**src/rtl/jk_cmd_queue.sv**
```systemverilog
// Command FIFO feeding a bank of downstream JK flip-flops: each queued command
// drives J/K/E for repeat+1 cycles while a shadow copy of the flops' Q is kept.
module jk_cmd_queue #(
    parameter int WIDTHMINUSONE = 7,
    parameter int DEPTH         = 4
) (
    input  logic                   _clock,
    input  logic                   _reset,
    input  logic                   _cmd_valid,
    output logic                   _cmd_ready,
    input  logic [1:0]             _cmd_op,
    input  logic [WIDTHMINUSONE:0] _cmd_mask,
    input  logic [3:0]             _cmd_repeat,
    output logic [WIDTHMINUSONE:0] _J,
    output logic [WIDTHMINUSONE:0] _K,
    output logic [WIDTHMINUSONE:0] _E,
    output logic                   _busy,
    output logic [4:0]             _level,
    output logic [WIDTHMINUSONE:0] _return
);

    localparam int W  = WIDTHMINUSONE + 1;
    localparam int PW = (DEPTH > 1) ? $clog2(DEPTH) : 1;
    localparam int EW = 2 + W + 4;

    typedef enum logic {
        IDLE  = 1'b0,
        ISSUE = 1'b1
    } state_t;

    state_t          state_q;
    logic [3:0]      rep_q;
    logic [W-1:0]    j_q;
    logic [W-1:0]    k_q;
    logic [W-1:0]    e_q;
    logic [W-1:0]    ret_q;
    logic [PW-1:0]   wr_ptr_q;
    logic [PW-1:0]   rd_ptr_q;
    logic [4:0]      level_q;
    logic [4:0]      level_d;
    logic [EW-1:0]   mem_q [DEPTH];
    logic [EW-1:0]   head_s;
    logic            push_s;
    logic            pop_s;

    // Returns {J, K, E} for an operation applied to a mask.
    function automatic logic [3*W-1:0] drive_f(input logic [1:0] op, input logic [W-1:0] mask);
        logic [W-1:0] zero;
        zero = {W{1'b0}};
        case (op)
            2'b01:   drive_f = {mask, zero, mask};
            2'b10:   drive_f = {zero, mask, mask};
            2'b11:   drive_f = {mask, mask, mask};
            default: drive_f = {zero, zero, zero};
        endcase
    endfunction

    // Bitwise JK flip-flop next state with clock enable.
    function automatic logic [W-1:0] jk_next_f(input logic [W-1:0] q, input logic [W-1:0] j,
                                               input logic [W-1:0] k, input logic [W-1:0] e);
        jk_next_f = (~e & q) | (e & j & ~k) | (e & j & k & ~q) | (e & ~j & ~k & q);
    endfunction

    assign head_s     = mem_q[rd_ptr_q];
    assign _cmd_ready = (level_q < 5'(DEPTH));
    assign push_s     = _cmd_valid & _cmd_ready;
    assign _busy      = (level_q != 5'd0) | (state_q == ISSUE);
    assign _level     = level_q;
    assign _J         = j_q;
    assign _K         = k_q;
    assign _E         = e_q;
    assign _return    = ret_q;

    // Pop whenever the issue stage is free or finishing its last repeat.
    always_comb begin
        pop_s = 1'b0;
        if (level_q != 5'd0) begin
            case (state_q)
                IDLE:    pop_s = 1'b1;
                ISSUE:   pop_s = (rep_q == 4'd0);
                default: pop_s = 1'b0;
            endcase
        end else begin
            pop_s = 1'b0;
        end
    end

    // Occupancy next state; a simultaneous push and pop leaves it unchanged.
    always_comb begin
        level_d = level_q;
        case ({push_s, pop_s})
            2'b10:   level_d = level_q + 5'd1;
            2'b01:   level_d = level_q - 5'd1;
            default: level_d = level_q;
        endcase
    end

    // FIFO storage write port.
    always_ff @(posedge _clock) begin
        if (!_reset && push_s) begin
            mem_q[wr_ptr_q] <= {_cmd_op, _cmd_mask, _cmd_repeat};
        end
    end

    // FIFO pointers and occupancy.
    always_ff @(posedge _clock) begin
        if (_reset) begin
            wr_ptr_q <= '0;
            rd_ptr_q <= '0;
            level_q  <= 5'd0;
        end else begin
            if (push_s) begin
                wr_ptr_q <= wr_ptr_q + PW'(1'b1);
            end
            if (pop_s) begin
                rd_ptr_q <= rd_ptr_q + PW'(1'b1);
            end
            level_q <= level_d;
        end
    end

    // Issue FSM with registered J/K/E and the shadow Q register.
    always_ff @(posedge _clock) begin
        if (_reset) begin
            state_q <= IDLE;
            rep_q   <= 4'd0;
            j_q     <= '0;
            k_q     <= '0;
            e_q     <= '0;
            ret_q   <= '0;
        end else begin
            ret_q <= jk_next_f(ret_q, j_q, k_q, e_q);
            case (state_q)
                IDLE: begin
                    if (pop_s) begin
                        {j_q, k_q, e_q} <= drive_f(head_s[EW-1 -: 2], head_s[W+3:4]);
                        rep_q           <= head_s[3:0];
                        state_q         <= ISSUE;
                    end else begin
                        j_q <= '0;
                        k_q <= '0;
                        e_q <= '0;
                    end
                end
                ISSUE: begin
                    if (rep_q != 4'd0) begin
                        rep_q <= rep_q - 4'd1;
                    end else if (pop_s) begin
                        {j_q, k_q, e_q} <= drive_f(head_s[EW-1 -: 2], head_s[W+3:4]);
                        rep_q           <= head_s[3:0];
                    end else begin
                        j_q     <= '0;
                        k_q     <= '0;
                        e_q     <= '0;
                        state_q <= IDLE;
                    end
                end
                default: begin
                    state_q <= IDLE;
                    rep_q   <= 4'd0;
                    j_q     <= '0;
                    k_q     <= '0;
                    e_q     <= '0;
                end
            endcase
        end
    end

endmodule
```
**config.mk**
```make
export PLATFORM = sky130hd
export DESIGN_NAME = jk_cmd_queue
export DESIGN_NICKNAME = d
export VERILOG_FILES = /design/src/rtl/jk_cmd_queue.sv
export SDC_FILE = /design/constraint.sdc
export NUM_CORES = 1
export LEC_CHECK = 0
export ABC_AREA = 1
export CORE_MARGIN = 3
export CORE_UTILIZATION = 30
export CTS_BUF_LIST = sky130_fd_sc_hd__clkbuf_8 sky130_fd_sc_hd__clkbuf_16
export DETAILED_ROUTE_END_ITERATION = 8
export DONT_BUFFER_PORTS = 1
export GPL_TIMING_DRIVEN = 0
export PLACE_DENSITY = 0.45
export SLEW_MARGIN = 15
export SYNTH_ARGS = -nofsm -noshare
export SYNTH_HDL_FRONTEND = slang
export SYNTH_SLANG_ARGS = --single-unit
```
**constraint.sdc**
```tcl
create_clock -name _clock -period 4.1 [get_ports _clock]
set_clock_uncertainty 0.15 [all_clocks]
set_input_delay 0.82 -clock _clock [delete_from_list [all_inputs] [get_ports _clock]]
set_output_delay 0.82 -clock _clock [all_outputs]
set_load 0.05 [all_outputs]
```
**Yosys cells after proc, flatten, opt, wreduce, memory -nomap -nowiden**

Memory sizes are Yosys's and may differ from the RTL's. A register that Yosys moved wholly into a read port is not among the register bits.
Index checks and enable logic that the tools add are counted.

- Register bits after elaboration: 46
- Bits in latches: 0
- Memory bits (writable): 56
- ROM bits: 0
- Bits of input ports: 17
- Word-level logic and storage cells: 69
- Memories: 1

Memories:

| memory | words | width | rd ports | clocked after memory_dff | wr ports | line | source |
|---|---|---|---|---|---|---|---|
| mem_q | 4 | 14 | 1 | 1 | 1 | 41 | `logic [EW-1:0] mem_q [DEPTH];` |

- $add $sub $neg: 5
- Multipliers: 0
- Divide/modulo/power cells: 0
- $lt $le $gt $ge: 1
- Equal/unequal tests: 6
- Shift-type cells: 0
- Multiplexer cells: 23
- Bitwise gates (word level): 18
- Reduce and logical (&&, ||, !) cells: 6

Operators with widths:

| kind | number |
|---|---|
| one-hot mux 24 bit (3 select lines) | 1 |
| bitwise AND 8 bit | 8 |
| two-way mux 8 bit | 6 |
| one-hot mux 8 bit (2 select lines) | 3 |
| inverter 8 bit | 4 |
| bitwise OR 8 bit | 3 |
| one-hot mux 5 bit (2 select lines) | 1 |
| two-way mux 4 bit | 2 |
| one-hot mux 4 bit (2 select lines) | 1 |
| == test 2 bit (second input constant) | 3 |
| adder 5 x 1 -> 5 bit (second input constant) | 1 |
| less-than comparator 5 x 3 -> 1 bit (second input constant) | 1 |
| two-way mux 1 bit | 5 |
| nonzero test 5 bit | 1 |
| subtractor 5 x 1 -> 5 bit (second input constant) | 1 |
| adder 2 x 1 -> 2 bit (second input constant) | 2 |
| == test 2 x 1 -> 1 bit (second input constant) | 2 |
| logical NOT 4 bit | 1 |
| two-way mux 2 bit | 2 |
| one-hot mux 1 bit (2 select lines) | 2 |
| nonzero test 4 bit | 1 |
| subtractor 4 x 1 -> 4 bit (second input constant) | 1 |
| inequality test 2 bit (second input constant) | 1 |
| nonzero test 2 bit | 1 |
| other kinds (5) | 5 |

**Longest topological paths before layout**

Gate-level depths: netlist of run 1.

- Depth after elaboration: 6
- Mapped depth: 16
- Depth with buffers taken out: 16

**Worst setup path before layout of run 1**

OpenSTA, ideal clock, no wires.

- Path kind: flip-flop to flip-flop
- Start point: register level_q[4] (netlist: _level[4])
- End point: register level_q[4] (netlist: _level[4])
- Library setup time: 0.070 ns
- Arrival: 2.490 ns
- Required time: 3.880 ns
- Setup slack: 1.389 ns
- Stages on the path, launching flop included: 14
- Buffers on the path: 0
- Clock period less this slack: 2.711 ns
- Cells stage by stage: dfxtp_1 nor2_2 nand2_1 inv_1 nand2_1 ha_1 inv_1 fa_1 nand3b_1 nand2_1 nand2_1 nand2_1 nand2_1 a21oi_1

- Word-level cells in the longest chain between the ends: 4

Ends and longest elaborated chain:

| what | line | source |
|---|---|---|
| start: declaration | 39 | `logic [4:0] level_q;` |
| start signal: assignment | 118 | `level_q <= level_d;` |
| less-than comparator 5 x 3 -> 1 bit * | 65 | `assign _cmd_ready = (level_q < 5'(DEPTH));` |
| net _cmd_ready | 10 | `output logic _cmd_ready,` |
| bitwise AND 1 bit * | 66 | `assign push_s = _cmd_valid & _cmd_ready;` |
| == test 2 x 1 -> 1 bit or == test 2 bit (tied branches) | 91 | `case ({push_s, pop_s})` |
| one-hot mux 5 bit (2 select lines) or nonzero test 2 bit (tied branches) | n/a |  |

Mark *: on every way through the listed nets, which the timed path passes. The rest lies on a longest branch.
A chain may end at the register's enable or synchronous reset.

**Final worst setup path of run 1**

Ends and elaborated chain as after synthesis.

==> flow_summary.json, run 1 <==
{
  "sw_frac_of_total_pct": 43.58,
  "grt_pass1_wl_um": 15110,
  "htreeDepth": 3,
  "die_h_um": 125.7,
  "synth_nets": 459,
  "grt.busiest_layer": "met2",
  "drt-initial-drc-count": 130,
  "pwr-share-comb_pct": 33.4,
  "end_kind": "flop",
  "grtUsageMet2_pct": 19.26,
  "fin_crit_sh_pct": 74.24,
  "tightest_slew_ps": 686.8,
  "syn_area_mm2": 0.004300,
  "cts_buffer_depth": 2,
  "clk_root_buffer_cell": "clkbuf_16",
  "via_per_inst": 4.593,
  "multi_input_area_mm2": 0.001425,
  "p_sw_w": 0.001899,
  "hpwl_um": 6700,
  "grt_max_degree": 18,
  "grt-ovfl-total": 0,
  "rows": 43,
  "syn_avg_cell_area_um2": 9.955,
  "maxCapViolations": 0,
  "slew_viol_final": 0,
  "hold_ws_ps": 350.5,
  "gp_congestion": 0.7111,
  "finalHoldViolations": 0,
  "max_slew_margin_pct": 54.15,
  "pin_count": 56,
  "clock_power_share_pct": 23.9,
  "antenna-diode-count": 0,
  "period_needed_ps": 3044,
  "path_clk_slew_ps": 70,
  "coreArea_mm2": 0.01393,
  "ys_types": 32,
  "setup_tns_ps": 0,
  "holdCritStartpoint": "rd_ptr_q[1]$_SDFFE_PP0P_",
  "cts_setup_buffers": 0,
  "vias": 2903,
  "ys_top_cells_by_area": "edfxtp_1, dfxtp_1, nand2_1",
  "detail_route.wl_per_cell_um": 14.86,
  "wl_um": 9394,
  "post-route-util_pct": 35.58,
  "clk-insertion-delay-late_ps": 350,
  "path_max_fanout": 6,
  "fmax_mhz": 328.5,
  "hp-class": "reg -> reg",
  "grt.total_usage_pct": 12.45,
  "worstHoldPathCells": 2,
  "firstDrtPassIters": 4,
  "final_common_cell": "nand2_1",
  "ir_worst_vdd_mv": 0.2938,
  "num-fill-cells": 1392,
  "regToRegSetupSlack_ps": 1060,
  "die_w_um": 125.7,
  "area_growth_pct": 15.30,
  "cts_resized": 0,
  "sequentialPowerShare_pct": 42.7,
  "grt_use_met1_pct": 15.50,
  "initial_utilization_pct": 30.86,
  "p_int_w": 0.002459,
  "r2r_start": "_level[4]$_SDFFE_PP0P_",
  "ff2ff_path_depth": 13,
  "numPortBuffers": 0,
  "ys_ff_latch": 104,
  "dp_cells": 616,
  "ant_nets": 0,
  "ctsHoldBuffers": 0,
  "outcome": "completed",
  "fin_nets": 474,
  "final-seq-area_mm2": 0.002643,
  "setup_viol": 0,
  "antenna_found_initial": 0,
  "fin_cells": 632,
  "rsz0062_at_grt": "false",
  "worst-setup-path-type": "reg -> reg",
  "crit_arrival_ps": 3180,
  "netlist_instances": 432,
  "power_density_mw_per_mm2": 879.0,
  "cts_made_buffers": 9,
  "first_global_vias": 2808,
  "synth_edf_count": 56,
  "clock-sinks": 104,
  "yosysTopAreaCell": "edfxtp_1",
  "grtUsageMet3_pct": 4.580,
  "reg2reg_to": "_level[4]$_SDFFE_PP0P_",
  "drcViolationCount": 0,
  "crit_required_ps": 4230,
  "cp-start-kind": "flop",
  "layout_common_cells": "nand2_1, edfxtp_1, dfxtp_1",
  "yosysWarnings": 0,
  "dieArea_mm2": 0.01581,
  "ys.flop_type": "edfxtp_1",
  "ys_seq_area_share_pct": 61.45,
  "synth_top_cell_area_share_pct": 39.10,
  "layout-drive-gt1-share_pct": 12.17,
  "cts_tree": "yes",
  "p_leak_nw": 1.848,
  "async_flop_share_pct": 0
}
==> kinds of logic after synthesis <==
| kind of cell | after synthesis | share of synthesized area, % |
|---|---|---|
| and+or+nand+nor | 195 | 19.46 |
| DFF | 104 | 61.45 |
| AOI/OAI and AO/OA | 72 | 9.544 |
| buffers and inverters | 47 | 5.644 |
| adders and majority gates | 10 | 3.084 |
| xor gates and xnor gates | 4 | 0.8148 |
==> cells in the mapped netlist (3+ instances only) <==
library cell / count
inv_1: 28
nand3_1: 32
o22ai_1: 3
clkbuf_1: 4
edfxtp_1: 56
nor2_2: 8
buf_4: 4
dfxtp_1: 48
buf_6: 3
ha_1: 9
inv_2: 3
nand2_1: 119
o21ai_0: 13
nor2_1: 28
a311oi_1: 8
a21oi_1: 43
==> worst max-delay path: stages (launching register included) <==
cell,delay [ps]
dfxtp_1,770
nor2_2,110
nand2_1,90
inv_1,230
nand2_1,250
ha_1,340
inv_1,90
fa_1,430
nand3b_1,180
nand2_1,70
nand2_1,40
nand2_1,60
nand2_1,50
a21oi_1,120
==> power groups by stage <==
stage,combinational [W],sequential (W),clock [W]
6_report,0.00146,0.00186,0.00104
5_1_grt,0.00167,0.00189,0.00112
3_5_place_dp,0.00148,0.00189,0
3_3_place_gp,0.00145,0.00188,0
2_1_floorplan,0.00114,0.00183,0
4_1_cts,0.00149,0.00187,0.00106
==> layout make-up <==
class                      instances  share of cell area [%]
clock buffer                       9                   4.542
sequential                       104                   53.29
clock inverter                     7                   2.851
timing repair buffer               4                   1.136
inverter                          33                   2.498
tap                              180                   4.542
multi-input combinational        281                   28.74
buffer                            14                   2.397
==> per-layer routing <==
| layer | part of all wire (%) | wire, µm | up-vias |
|---|---|---|---|
| li1 | - | - | 1492 |
| met1 | 45 | 4259 | 1335 |
| met2 | 46 | 4275 | 61 |
| met3 | 7.0 | 657 | 15 |
| met4 | 2.1 | 201 | 0 |
| met5 | 0 | 0 | - |
==> registers in the layout (all words and copies together), names as in the netlist, 2 cells and up, named ones only <==
name      cells
rep_q         4
wr_ptr_q      2
_return       8
_K            8
_E            8
_J            8
_level        5
mem_q        56
rd_ptr_q      2
==> stage by stage <==
step | instance area, µm² | total power [W] | setup WS, ps
2_1_floorplan | 4300 | 0.002979 | 1389
3_3_place_gp | 4526 | 0.003337 | 795.7
3_5_place_dp | 4592 | 0.003372 | 1047
4_1_cts | 4959 | 0.004419 | 1027
5_1_grt | 4959 | 0.004680 | 830.4
6_report | 4959 | 0.004359 | 1056
==> worst max-delay path by stage <==
stage	start	endpoint	slack, ps
floorplan	_level[4]$_SDFFE_PP0P_	_level[4]$_SDFFE_PP0P_	1390
global placement	_level[4]$_SDFFE_PP0P_	mem_q[3][7]$_DFFE_PP_	800
detailed placement	_level[2]$_SDFFE_PP0P_	_level[4]$_SDFFE_PP0P_	1050
CTS	_level[2]$_SDFFE_PP0P_	_level[4]$_SDFFE_PP0P_	1030
global route	_level[2]$_SDFFE_PP0P_	_level[4]$_SDFFE_PP0P_	830
finish	_level[4]$_SDFFE_PP0P_	_level[4]$_SDFFE_PP0P_	1060
Note: power is estimated with default switching activity, not from simulation.
==> inputs of run 2 (changes only) <==
clock period = 3.1 ns   (was 4.1 ns; I/O delays follow)
==> run 2 against run 1 <==
Effect of this change: fmax grew 7.3%; register-to-register slack got worse by 790 ps; sequential cell count stayed put; largest cell class unchanged.
==> flow_summary.json, run 2 (synthesis gave the netlist of run 1 again) <==
{
  "clk_root_buffer_cell": "clkbuf_16",
  "pin_count": 56,
  "ant_nets": 0,
  "path_cells": "nor2_1 > nand3_2 > nand2_4 > inv_1 > ha_1 > inv_1 > fa_1 > nand3b_1 > nand2_1 > nand2_1 > nand2_1 > nand2_1 > a21oi_1",
  "crit_required_ps": 3230,
  "layout_common_cells": "nand2_1, edfxtp_1, dfxtp_1",
  "largest_register": "mem_q",
  "htreeDepth": 3,
  "initial_utilization_pct": 30.86,
  "power_w": 0.005775,
  "placed_area_mm2": 0.004592,
  "first_global_vias": 2808,
  "coreArea_mm2": 0.01393,
  "crit_family": "simple AND/OR/NAND/NOR gates",
  "final-seq-area_mm2": 0.002646,
  "layout-drive-gt1-share_pct": 12.83,
  "via_per_inst": 4.608,
  "grt_pass1_wl_um": 15110,
  "multi_input_area_mm2": 0.001425,
  "gp_congestion": 0.7111,
  "wl_um": 9439,
  "die_w_um": 125.7,
  "detail_route.wl_per_cell_um": 14.94,
  "crit_top_cell": "nand2_1",
  "cp_slowest_stage_delay_ps": 710,
  "grt_max_degree": 18,
  "dp_cells": 616,
  "setup_viol": 0,
  "crit_arrival_ps": 2960,
  "rows": 43,
  "final_common_cell": "nand2_1",
  "grt-ovfl-total": 0,
  "clock-sinks": 104,
  "ir_worst_vdd_mv": 0.3883,
  "antenna-diode-count": 0,
  "p_leak_nw": 1.849,
  "max_slew_margin_pct": 59.08,
  "fin_cells": 632,
  "rsz0062_at_grt": "false",
  "slew_viol_final": 0,
  "cp_slowest_cell": "dfxtp_1",
  "tightest_slew_ps": 613.0,
  "cp-start-kind": "flop",
  "die_h_um": 125.7,
  "numPortBuffers": 0,
  "grt.total_usage_pct": 12.45,
  "end_kind": "flop",
  "largest_reg_flops": 56,
  "dieArea_mm2": 0.01581,
  "period_needed_ps": 2837,
  "fin_crit_sh_pct": 91.53,
  "drcViolationCount": 0,
  "drt-initial-drc-count": 140,
  "clk-insertion-delay-late_ps": 350,
  "ctsHoldBuffers": 0,
  "path_clk_slew_ps": 70,
  "post-route-util_pct": 35.61,
  "fin_area_mm2": 0.004962,
  "antenna_found_initial": 0,
  "hpwl_um": 6700,
  "cts_made_buffers": 9,
  "cts_setup_buffers": 0,
  "cts_tree": "yes",
  "maxCapViolations": 0,
  "hp-class": "in -> reg",
  "area_growth_pct": 15.39,
  "cts_buffer_depth": 2,
  "fmax_mhz": 352.4,
  "path_max_fanout": 9,
  "path_buf_inv": 2,
  "num-fill-cells": 1395,
  "finalHoldViolations": 0,
  "fin_nets": 474,
  "outcome": "completed",
  "power_density_mw_per_mm2": 1164,
  "worst-setup-path-type": "reg -> reg",
  "firstDrtPassIters": 4,
  "vias": 2912
}
## run 2: cell count changes in the layout (fill, tap and decap cells not counted)
cell and delta:
dfxtp_2 +3, dfxtp_1 -3
## run 2: what timing repair did
action,in CTS,in global routing
resized for setup,0,3
endpoints found under the setup margin,0,2
hold endpoints to repair,0,0
## run 2: cell type report
class | count | area share [%]
Tap cell | 180 | 4.539
Buffer | 14 | 2.395
Inverter | 33 | 2.496
Timing Repair Buffer | 4 | 1.135
Sequential cell | 104 | 53.33
Clock inverter | 7 | 2.849
Multi-Input combinational cell | 281 | 28.72
Clock buffer | 9 | 4.539
## run 2: worst paths after layout
kind | startpoint | to | slack (ps) | cells past startpoint
min | _cmd_mask[4] | mem_q[1][8]$_DFFE_PP_ | 210 | 0
max reg2reg | _level[1]$_SDFFE_PP0P_ | _level[4]$_SDFFE_PP0P_ | 260 | 13
min reg2reg | rd_ptr_q[1]$_SDFFE_PP0P_ | flop | 350 | 2
max | _level[1]$_SDFFE_PP0P_ | _level[4]$_SDFFE_PP0P_ | 260 | 13
## run 2: where the power goes
| group | switching (W) | leakage (nW) | internal, W |
|---|---|---|---|
| clock network | 0.000509 | 0.172 | 0.000871 |
| registers | 0.000748 | 0.900 | 0.00172 |
| logic | 0.00126 | 0.777 | 0.000668 |
| total | 0.00252 | 1.85 | 0.00326 |
## run 2: routing by layer
layer / vias to the layer above / share of wire, % / global-route usage, %
li1: 1492 / - / -
met5: - / 0 / 0
met3: 15 / 6.9 / 4.580
met1: 1348 / 46 / 15.50
met4: 0 / 2.1 / 5.867
met2: 57 / 45 / 19.26
## run 2: stage by stage
step / worst slack [ps] / TNS, ps / hold slack (ps)
4_1_cts: 26.70 / 0 / 197.9
5_1_grt: 49.98 / 0 / 188.9
2_1_floorplan: 389.1 / 0 / 324.1
6_report: 262.7 / 0 / 208.0
3_5_place_dp: 47.01 / 0 / 341.0
3_3_place_gp: -204.3 / -8583 / 342.1
## run 2: worst register-to-register path, cell delays in order (launching register included)
cell and delay, ps:
dfxtp_1 710, nor2_1 120, nand3_2 130, nand2_4 130, inv_1 140, ha_1 320
inv_1 90, fa_1 430, nand3b_1 180, nand2_1 70, nand2_1 40, nand2_1 60
nand2_1 60, a21oi_1 120
==> inputs of run 3 (changes only) <==
HOLD_SLACK_MARGIN = 0.08   (was unset)
TNS_END_PERCENT = 20   (was unset)
==> results of run 3 <==
No change in the layout: final DEF, timing and power equal those of run 2.
